==> config.mk <==
export PLATFORM = sky130hd
export DESIGN_NAME = ad_nios_adc_sample_fifo
export DESIGN_NICKNAME = d
export VERILOG_FILES = /design/src/rtl/ad_nios_adc_sample_fifo.sv
export SDC_FILE = /design/constraint.sdc
export NUM_CORES = 1
export LEC_CHECK = 0
export CAP_MARGIN = 20
export CORE_MARGIN = 2
export CORE_UTILIZATION = 53
export CTS_CLUSTER_DIAMETER = 60
export DETAILED_ROUTE_END_ITERATION = 10
export GPL_ROUTABILITY_DRIVEN = 0
export PLACE_DENSITY_LB_ADDON = 0.08
export SETUP_SLACK_MARGIN = 0.15
export SLEW_MARGIN = 5
export SYNTH_ARGS = -nofsm -noshare
export SYNTH_HDL_FRONTEND = slang
export SYNTH_SLANG_ARGS = --single-unit
==> constraint.sdc <==
create_clock -name i_clk -period 2.87 [get_ports i_clk]
set_input_delay 0.574 -clock i_clk [delete_from_list [all_inputs] [get_ports i_clk]]
set_output_delay 0.574 -clock i_clk [all_outputs]
set_load 0.02 [all_outputs]
==> src/rtl/ad_nios_adc_sample_fifo.sv <==
// ---------------------------------------------------------------------------
// ad_nios_adc_sample_fifo
//   Avalon-MM slave that buffers ADC samples from the front-end capture logic
//   in a FIFO. The Nios CPU drains the FIFO by reading the DATA register. A
//   level/overflow interrupt means the CPU does not have to poll per sample.
//
// Ports
//   i_clk           system clock, rising edge
//   i_reset_n       asynchronous active-low reset
//   i_sample_data   ADC sample, qualified by i_sample_valid
//   i_sample_valid  one-cycle push strobe
//   i_chipselect    Avalon slave select
//   i_address       0 DATA, 1 STATUS, 2 CONTROL, 3 THRESHOLD
//   i_read          Avalon read (qualified by chipselect)
//   i_write         Avalon write (qualified by chipselect)
//   i_writedata     Avalon write data
//   o_readdata      registered read data, read latency 1
//   o_irq           registered interrupt request, active high
// ---------------------------------------------------------------------------
module ad_nios_adc_sample_fifo #(
  parameter int DATA_W     = 16,
  parameter int DEPTH_LOG2 = 4,
  parameter int IRQ_LEVEL  = 8
) (
  input  logic              i_clk,
  input  logic              i_reset_n,
  input  logic [DATA_W-1:0] i_sample_data,
  input  logic              i_sample_valid,
  input  logic              i_chipselect,
  input  logic [1:0]        i_address,
  input  logic              i_read,
  input  logic              i_write,
  input  logic [31:0]       i_writedata,
  output logic [31:0]       o_readdata,
  output logic              o_irq
);

  localparam int CW = DEPTH_LOG2 + 1;
  localparam logic [CW-1:0] DEPTH_CNT  = {1'b1, {DEPTH_LOG2{1'b0}}};
  localparam logic [CW-1:0] THRESH_RST = CW'(IRQ_LEVEL);

  logic [DATA_W-1:0]     r_mem [2**DEPTH_LOG2];
  logic [DEPTH_LOG2-1:0] r_wr_ptr;
  logic [DEPTH_LOG2-1:0] r_rd_ptr;
  logic [CW-1:0]         r_count;
  logic                  r_overflow;
  logic                  r_enable;
  logic                  r_irq_en;
  logic [CW-1:0]         r_threshold;
  logic [31:0]           r_readdata;
  logic                  r_irq;

  logic                  w_rd;
  logic                  w_wr;
  logic                  w_full;
  logic                  w_empty;
  logic                  w_pop;
  logic                  w_push;
  logic                  w_ovf_event;
  logic                  w_flush;
  logic                  w_ovf_clr;
  logic [31:0]           w_head;
  logic [31:0]           w_status;
  logic [31:0]           w_rdata;
  logic                  w_unused;

  assign w_rd    = i_chipselect & i_read;
  assign w_wr    = i_chipselect & i_write;
  assign w_full  = (r_count == DEPTH_CNT);
  assign w_empty = (r_count == '0);

  // A DATA read of an empty FIFO returns 0 and must not move the pointers.
  assign w_pop = w_rd & (i_address == 2'd0) & ~w_empty;

  // A pop in the same cycle frees the slot, so a full FIFO still accepts.
  assign w_push      = r_enable & i_sample_valid & (~w_full | w_pop);
  assign w_ovf_event = r_enable & i_sample_valid & w_full & ~w_pop;

  assign w_flush   = w_wr & (i_address == 2'd2) & i_writedata[2];
  assign w_ovf_clr = w_wr & (i_address == 2'd1) & i_writedata[2];

  assign w_unused = &{1'b0, i_writedata[31:CW]};

  // Sample storage has no reset; contents are only meaningful below count.
  always_ff @(posedge i_clk) begin
    if (w_push && !w_flush) begin
      r_mem[r_wr_ptr] <= i_sample_data;
    end
  end

  // Pointer and occupancy tracking; flush overrides any push or pop.
  always_ff @(posedge i_clk or negedge i_reset_n) begin
    if (!i_reset_n) begin
      r_wr_ptr <= '0;
      r_rd_ptr <= '0;
      r_count  <= '0;
    end else if (w_flush) begin
      r_wr_ptr <= '0;
      r_rd_ptr <= '0;
      r_count  <= '0;
    end else begin
      if (w_push) begin
        r_wr_ptr <= r_wr_ptr + DEPTH_LOG2'(1);
      end
      if (w_pop) begin
        r_rd_ptr <= r_rd_ptr + DEPTH_LOG2'(1);
      end
      if (w_push && !w_pop) begin
        r_count <= r_count + CW'(1);
      end else if (w_pop && !w_push) begin
        r_count <= r_count - CW'(1);
      end
    end
  end

  // Sticky overflow: a new overflow event beats a W1C clear in the same cycle.
  always_ff @(posedge i_clk or negedge i_reset_n) begin
    if (!i_reset_n) begin
      r_overflow <= 1'b0;
    end else if (w_flush) begin
      r_overflow <= 1'b0;
    end else if (w_ovf_event) begin
      r_overflow <= 1'b1;
    end else if (w_ovf_clr) begin
      r_overflow <= 1'b0;
    end
  end

  // CONTROL and THRESHOLD registers.
  always_ff @(posedge i_clk or negedge i_reset_n) begin
    if (!i_reset_n) begin
      r_enable    <= 1'b0;
      r_irq_en    <= 1'b0;
      r_threshold <= THRESH_RST;
    end else if (w_wr) begin
      if (i_address == 2'd2) begin
        r_enable <= i_writedata[0];
        r_irq_en <= i_writedata[1];
      end
      if (i_address == 2'd3) begin
        r_threshold <= i_writedata[CW-1:0];
      end
    end
  end

  // Read mux; the head entry is zero-extended and an empty FIFO reads as 0.
  always_comb begin
    w_head = '0;
    if (!w_empty) begin
      w_head[DATA_W-1:0] = r_mem[r_rd_ptr];
    end
    w_status                 = '0;
    w_status[16 +: CW]       = r_count;
    w_status[2]              = r_overflow;
    w_status[1]              = w_full;
    w_status[0]              = w_empty;
    w_rdata = '0;
    case (i_address)
      2'd0:    w_rdata = w_head;
      2'd1:    w_rdata = w_status;
      2'd2:    w_rdata = {30'd0, r_irq_en, r_enable};
      default: w_rdata = {{(32-CW){1'b0}}, r_threshold};
    endcase
  end

  // Read data holds its last value between reads.
  always_ff @(posedge i_clk or negedge i_reset_n) begin
    if (!i_reset_n) begin
      r_readdata <= '0;
    end else if (w_rd) begin
      r_readdata <= w_rdata;
    end
  end

  // Interrupt follows the register state one cycle late; THRESHOLD 0 disables the level term.
  always_ff @(posedge i_clk or negedge i_reset_n) begin
    if (!i_reset_n) begin
      r_irq <= 1'b0;
    end else begin
      r_irq <= r_irq_en & (r_overflow | ((r_threshold != '0) && (r_count >= r_threshold)));
    end
  end

  assign o_readdata = r_readdata;
  assign o_irq      = r_irq;

endmodule

==> impl.org <==
** Global route
- After global routing the overflow that remains totals 0.
- First-pass GRT wire length :: 39070 um
- Entering global routing, the biggest net connects 38 pins.
- Global routing used 22.18% of the available tracks across all layers.
- Number of global-route vias before repair :: 6459
- Antenna violations before repair :: 0

** Synth
- The synthesized design devotes to its leading area cell type 63.87% of total area.
- Ys async rst share :: 14.38%
- Part of the Yosys area used for sequential elements :: 72.82%
- In the post-synthesis netlist, the cell with the most instances is sky130_fd_sc_hd__edfxtp_1.
- Synth cell count leaders :: 256 x sky130_fd_sc_hd__edfxtp_1, 64 x sky130_fd_sc_hd__mux4_2, 42 x sky130_fd_sc_hd__dfrtp_1, 37 x sky130_fd_sc_hd__mux2i_1, 25 x sky130_fd_sc_hd__nand2_1
- Count of state elements after synthesis :: 299
- Leading post-synthesis cells by cell area :: sky130_fd_sc_hd__edfxtp_1 64%, sky130_fd_sc_hd__mux4_2 12%, sky130_fd_sc_hd__dfrtp_1 8.7%
- The Yosys step of the flow raised 0 warnings.
- Primary FF master, synth :: sky130_fd_sc_hd__edfxtp_1
- In this run, synthesis inferred 256 flip-flops with an integrated enable.
- Mapped Avg Cell Area :: 19.54 um2
- The synthesized netlist occupies a cell area of 0.01204 mm2.
- Library cells used by synthesis :: 46
- The largest total area in the synthesized netlist belongs to sky130_fd_sc_hd__edfxtp_1.
- In the synthesized netlist, the number of instances is 616.

** Worst setup path
- The most critical setup path has its endpoint at r_count[4].
- Slowest cell on the critical path :: sky130_fd_sc_hd__or4_4
- Worst Setup End Kind :: flip-flop
- Worst path required time :: 3.34 ns
- Critical-path maximum fanout :: 4
- Setup crit start :: r_count[1]
- For flop-to-flop paths, the worst setup slack is 0.26 ns.
- Setup crit start kind :: flip-flop
- The worst register-to-register path begins at r_count[1].
- RR Endpoint :: r_count[4]
- Traced cell by cell, the critical path runs through or4_4 -> mux2i_4 -> nand2_2 -> fa_1 -> nand3_1 -> nand2_1 -> or4_1 -> a21o_1 -> a31oi_1.
- The worst register-to-register path has a depth of 9.
- Data arrival, critical path :: 3.08 ns
- Critical path's largest stage delay :: 0.58 ns
- Crit Path Class :: flip-flop to flip-flop

** Placed design
- HPWL after detailed placement :: 15820 um
- Count of input and output buffers :: 50
- After detailed placement, the total cell area comes to 0.01349 mm2.
- Total placed cells including tap cells :: 992

** Final layout
- Once layout is done, the placed cells without fillers occupy 0.01450 mm2.
- Of the cells placed in the final design, the portion with a size suffix greater than 1 is 27.82%.
- Final cell utilization of the core :: 64.61%
- 0 antenna diodes ended up in the layout.
- Fillers :: 1507
- In the final design database the tool counted 809 nets.
- The count of cells in the finished layout, fillers not included, comes to 1047.
- Relative to the synthesized area, the layout overhead comes to 20.44%.

** Pwr
- The analysis attributes to cell leakage a power of 0.004960 uW.
- Across the VDD grid, the largest voltage drop is 0.0005380 V.
- Total power :: 11900 uW
- Power density of the placed cells :: 821.0 mW/mm2

** Routing
- Remaining antenna violation count :: 0
- Iter 0 DRT Violations :: 458
- Number of DRC violations after detailed routing :: 0
- Total vias in the final route :: 6164
- DRT Wirelength :: 25950 um
- Using the TritonRoute via totals, the vias-per-cell ratio works out to 5.887.
- Average wire length per cell after detail routing :: 24.78 um
- First-pass iteration count of the detailed router :: 4

** CTS
- H-tree depth :: 1
- TritonCTS sink count :: 299
- Clk Latency, worst-skew pair :: 0.56 ns
- Cell chosen for the clock root :: sky130_fd_sc_hd__clkbuf_16
- Counting the buffers created by CTS gives 30.
- TritonCTS built the clock tree.
- Maximum count of clock buffers along a single path :: 3
- Clock-pin slew on the worst setup and hold paths :: 0.06 ns

** Die
- Vertical extent of the die :: 154.7 um
- 89 I/O pins were placed.
- The core region is 0.02243 mm2.
- The initial utilization of the core area, before any placement, comes to 53.65%.
- Die Wd :: 154.7 um
- The floorplan has 55 rows.
- The die covers 0.02393 mm2.

** STA
- For this run, the top clock speed supported by timing is 383.8 MHz.
- The number of max-slew violations in the final report was 0.
- Period minus WS final :: 2.606 ns
- The number of hold-slack violations in the final timing report came to 0.
- Final setup violation count :: 0
- For the pin with the worst max-slew slack, the measured transition is 0.8575 ns.
- The worst pin sits at a relative slew slack of 42.84%.
- Of the available clock period, the critical path in the final layout requires 90.79%.
- Between clock sinks in the finished design, the worst skew comes to 0.01922 ns.
- RSZ-0062 raised after global routing :: no

** Run status
- Result of the run :: finished clean

** Worst hold path
- Type of the tightest min-delay check :: input pin to async pin

** Flow run
- Max-cap violations in this run came to 0.
==> area by class of cell <==
cell class | count | area, um2 | share of cell area, %
multi-input combinational | 278 | 3090 | 21.32
clock buffer | 35 | 799.5 | 5.516
clock inverter | 20 | 201.4 | 1.390
inverter | 12 | 45.04 | 0.3107
timing repair buffer | 118 | 1231 | 8.494
sequential | 299 | 8771 | 60.51
tap | 285 | 356.6 | 2.460
==> report_power, final <==
group	switching [uW]	internal [uW]	leakage, uW
Sequential	343	5050	0.00285
Clock	1650	2200	0.000482
Combinational	1250	1400	0.00163
==> sequential cells by signal (all words and copies together) (netlist names) <==
signal,count
r_irq_en,1
r_count,5
r_mem,256
r_rd_ptr,4
o_readdata,21
o_irq,1
r_overflow,1
r_wr_ptr,4
r_enable,1
r_threshold,5
==> layer usage <==
metal / routed length [um] / vias up / global-route usage (%)
met3: 1180 / 35 / 3.334
li1: - / 2717 / -
met4: 623 / 0 / 5.864
met1: 11000 / 3238 / 30.86
met5: 0 / - / 0
met2: 13140 / 174 / 37.39
==> layout by cell type (no fill, tap or decap), types with 3 or more instances in the layout <==
master | synthesis | layout
sky130_fd_sc_hd__mux2i_1 | 37 | 36
sky130_fd_sc_hd__clkdlybuf4s50_1 | 0 | 49
sky130_fd_sc_hd__nor2_1 | 20 | 16
sky130_fd_sc_hd__o22a_1 | 4 | 4
sky130_fd_sc_hd__nor2_2 | 0 | 4
sky130_fd_sc_hd__a22o_1 | 5 | 5
sky130_fd_sc_hd__dfrtp_1 | 42 | 39
sky130_fd_sc_hd__buf_4 | 11 | 50
sky130_fd_sc_hd__xor2_1 | 4 | 4
sky130_fd_sc_hd__xnor2_1 | 4 | 4
sky130_fd_sc_hd__clkbuf_8 | 0 | 3
sky130_fd_sc_hd__a31oi_1 | 3 | 3
sky130_fd_sc_hd__and4bb_2 | 3 | 3
sky130_fd_sc_hd__inv_1 | 12 | 12
sky130_fd_sc_hd__nand4_1 | 3 | 3
sky130_fd_sc_hd__ha_1 | 13 | 13
sky130_fd_sc_hd__nand3_1 | 4 | 4
sky130_fd_sc_hd__buf_12 | 0 | 18
sky130_fd_sc_hd__nand2_1 | 25 | 24
sky130_fd_sc_hd__o221ai_1 | 12 | 12
sky130_fd_sc_hd__conb_1 | 1 | 11
sky130_fd_sc_hd__clkinv_2 | 0 | 6
sky130_fd_sc_hd__and2_1 | 13 | 13
sky130_fd_sc_hd__a21oi_1 | 8 | 8
sky130_fd_sc_hd__o21ai_0 | 11 | 11
sky130_fd_sc_hd__nand2b_1 | 3 | 3
sky130_fd_sc_hd__edfxtp_1 | 256 | 256
sky130_fd_sc_hd__clkbuf_16 | 0 | 30
sky130_fd_sc_hd__clkinvlp_4 | 0 | 4
sky130_fd_sc_hd__mux2_2 | 9 | 9
sky130_fd_sc_hd__clkinv_1 | 0 | 3
sky130_fd_sc_hd__mux4_2 | 64 | 64
==> through the flow <==
| step | hold WS [ns] | worst slack, ns | setup TNS (ns) |
|---|---|---|---|
| floorplan | 0.2784 | 0.1677 | 0 |
| global placement | 0.4870 | -0.09198 | -0.09198 |
| detailed placement | 0.4895 | -0.1152 | -1.400 |
| CTS | 0.009290 | 0.2228 | 0 |
| global route | 0.03652 | 0.1820 | 0 |
| finish | 0.01367 | 0.2642 | 0 |
==> worst max-delay path, delay by kind of cell (launching register included) <==
kind                     cells  cell delay, ns
AND/OR/NAND/NOR              5            1.26
flip-flops                   1            0.37
adder cells (fa/ha/maj)      1            0.40
multiplexers                 1            0.20
AO/OA/AOI/OAI                2            0.30
==> cells by family (layout without fill, tap and decap cells) <==
group / after synthesis / after routing / synth area share [%]
buffers and inverters: 49 / 185 / 2.017
adder cells (fa/ha/maj): 14 / 14 / 1.518
AND/OR/NAND/NOR: 82 / 82 / 3.795
XOR/XNOR: 8 / 8 / 0.5821
flip-flops: 299 / 299 / 72.82
other: 1 / 11 / 0.03116
multiplexers: 111 / 111 / 16.08
AO/OA/AOI/OAI: 52 / 52 / 3.150
==> timing repair <==
action                     4_1_cts  5_1_grt
setup endpoints to repair        0        1
setup buffers                    0        0
hold buffers                     0        0
gates resized for setup          0        1
==> how the worst min path moves through the flow <==
stage,from,end,slack [ns],depth (start not counted)
final,i_reset_n,o_readdata[15],0.01,1
after global routing,i_reset_n,o_readdata[15],0.04,1
after CTS,i_reset_n,o_readdata[15],0.009,1
after detailed placement,o_readdata[10],o_readdata[10],0.49,2
after global placement,o_readdata[11],o_readdata[11],0.49,2
after floorplan,i_reset_n,o_irq,0.28,0
(Power assumes the default switching activity.)
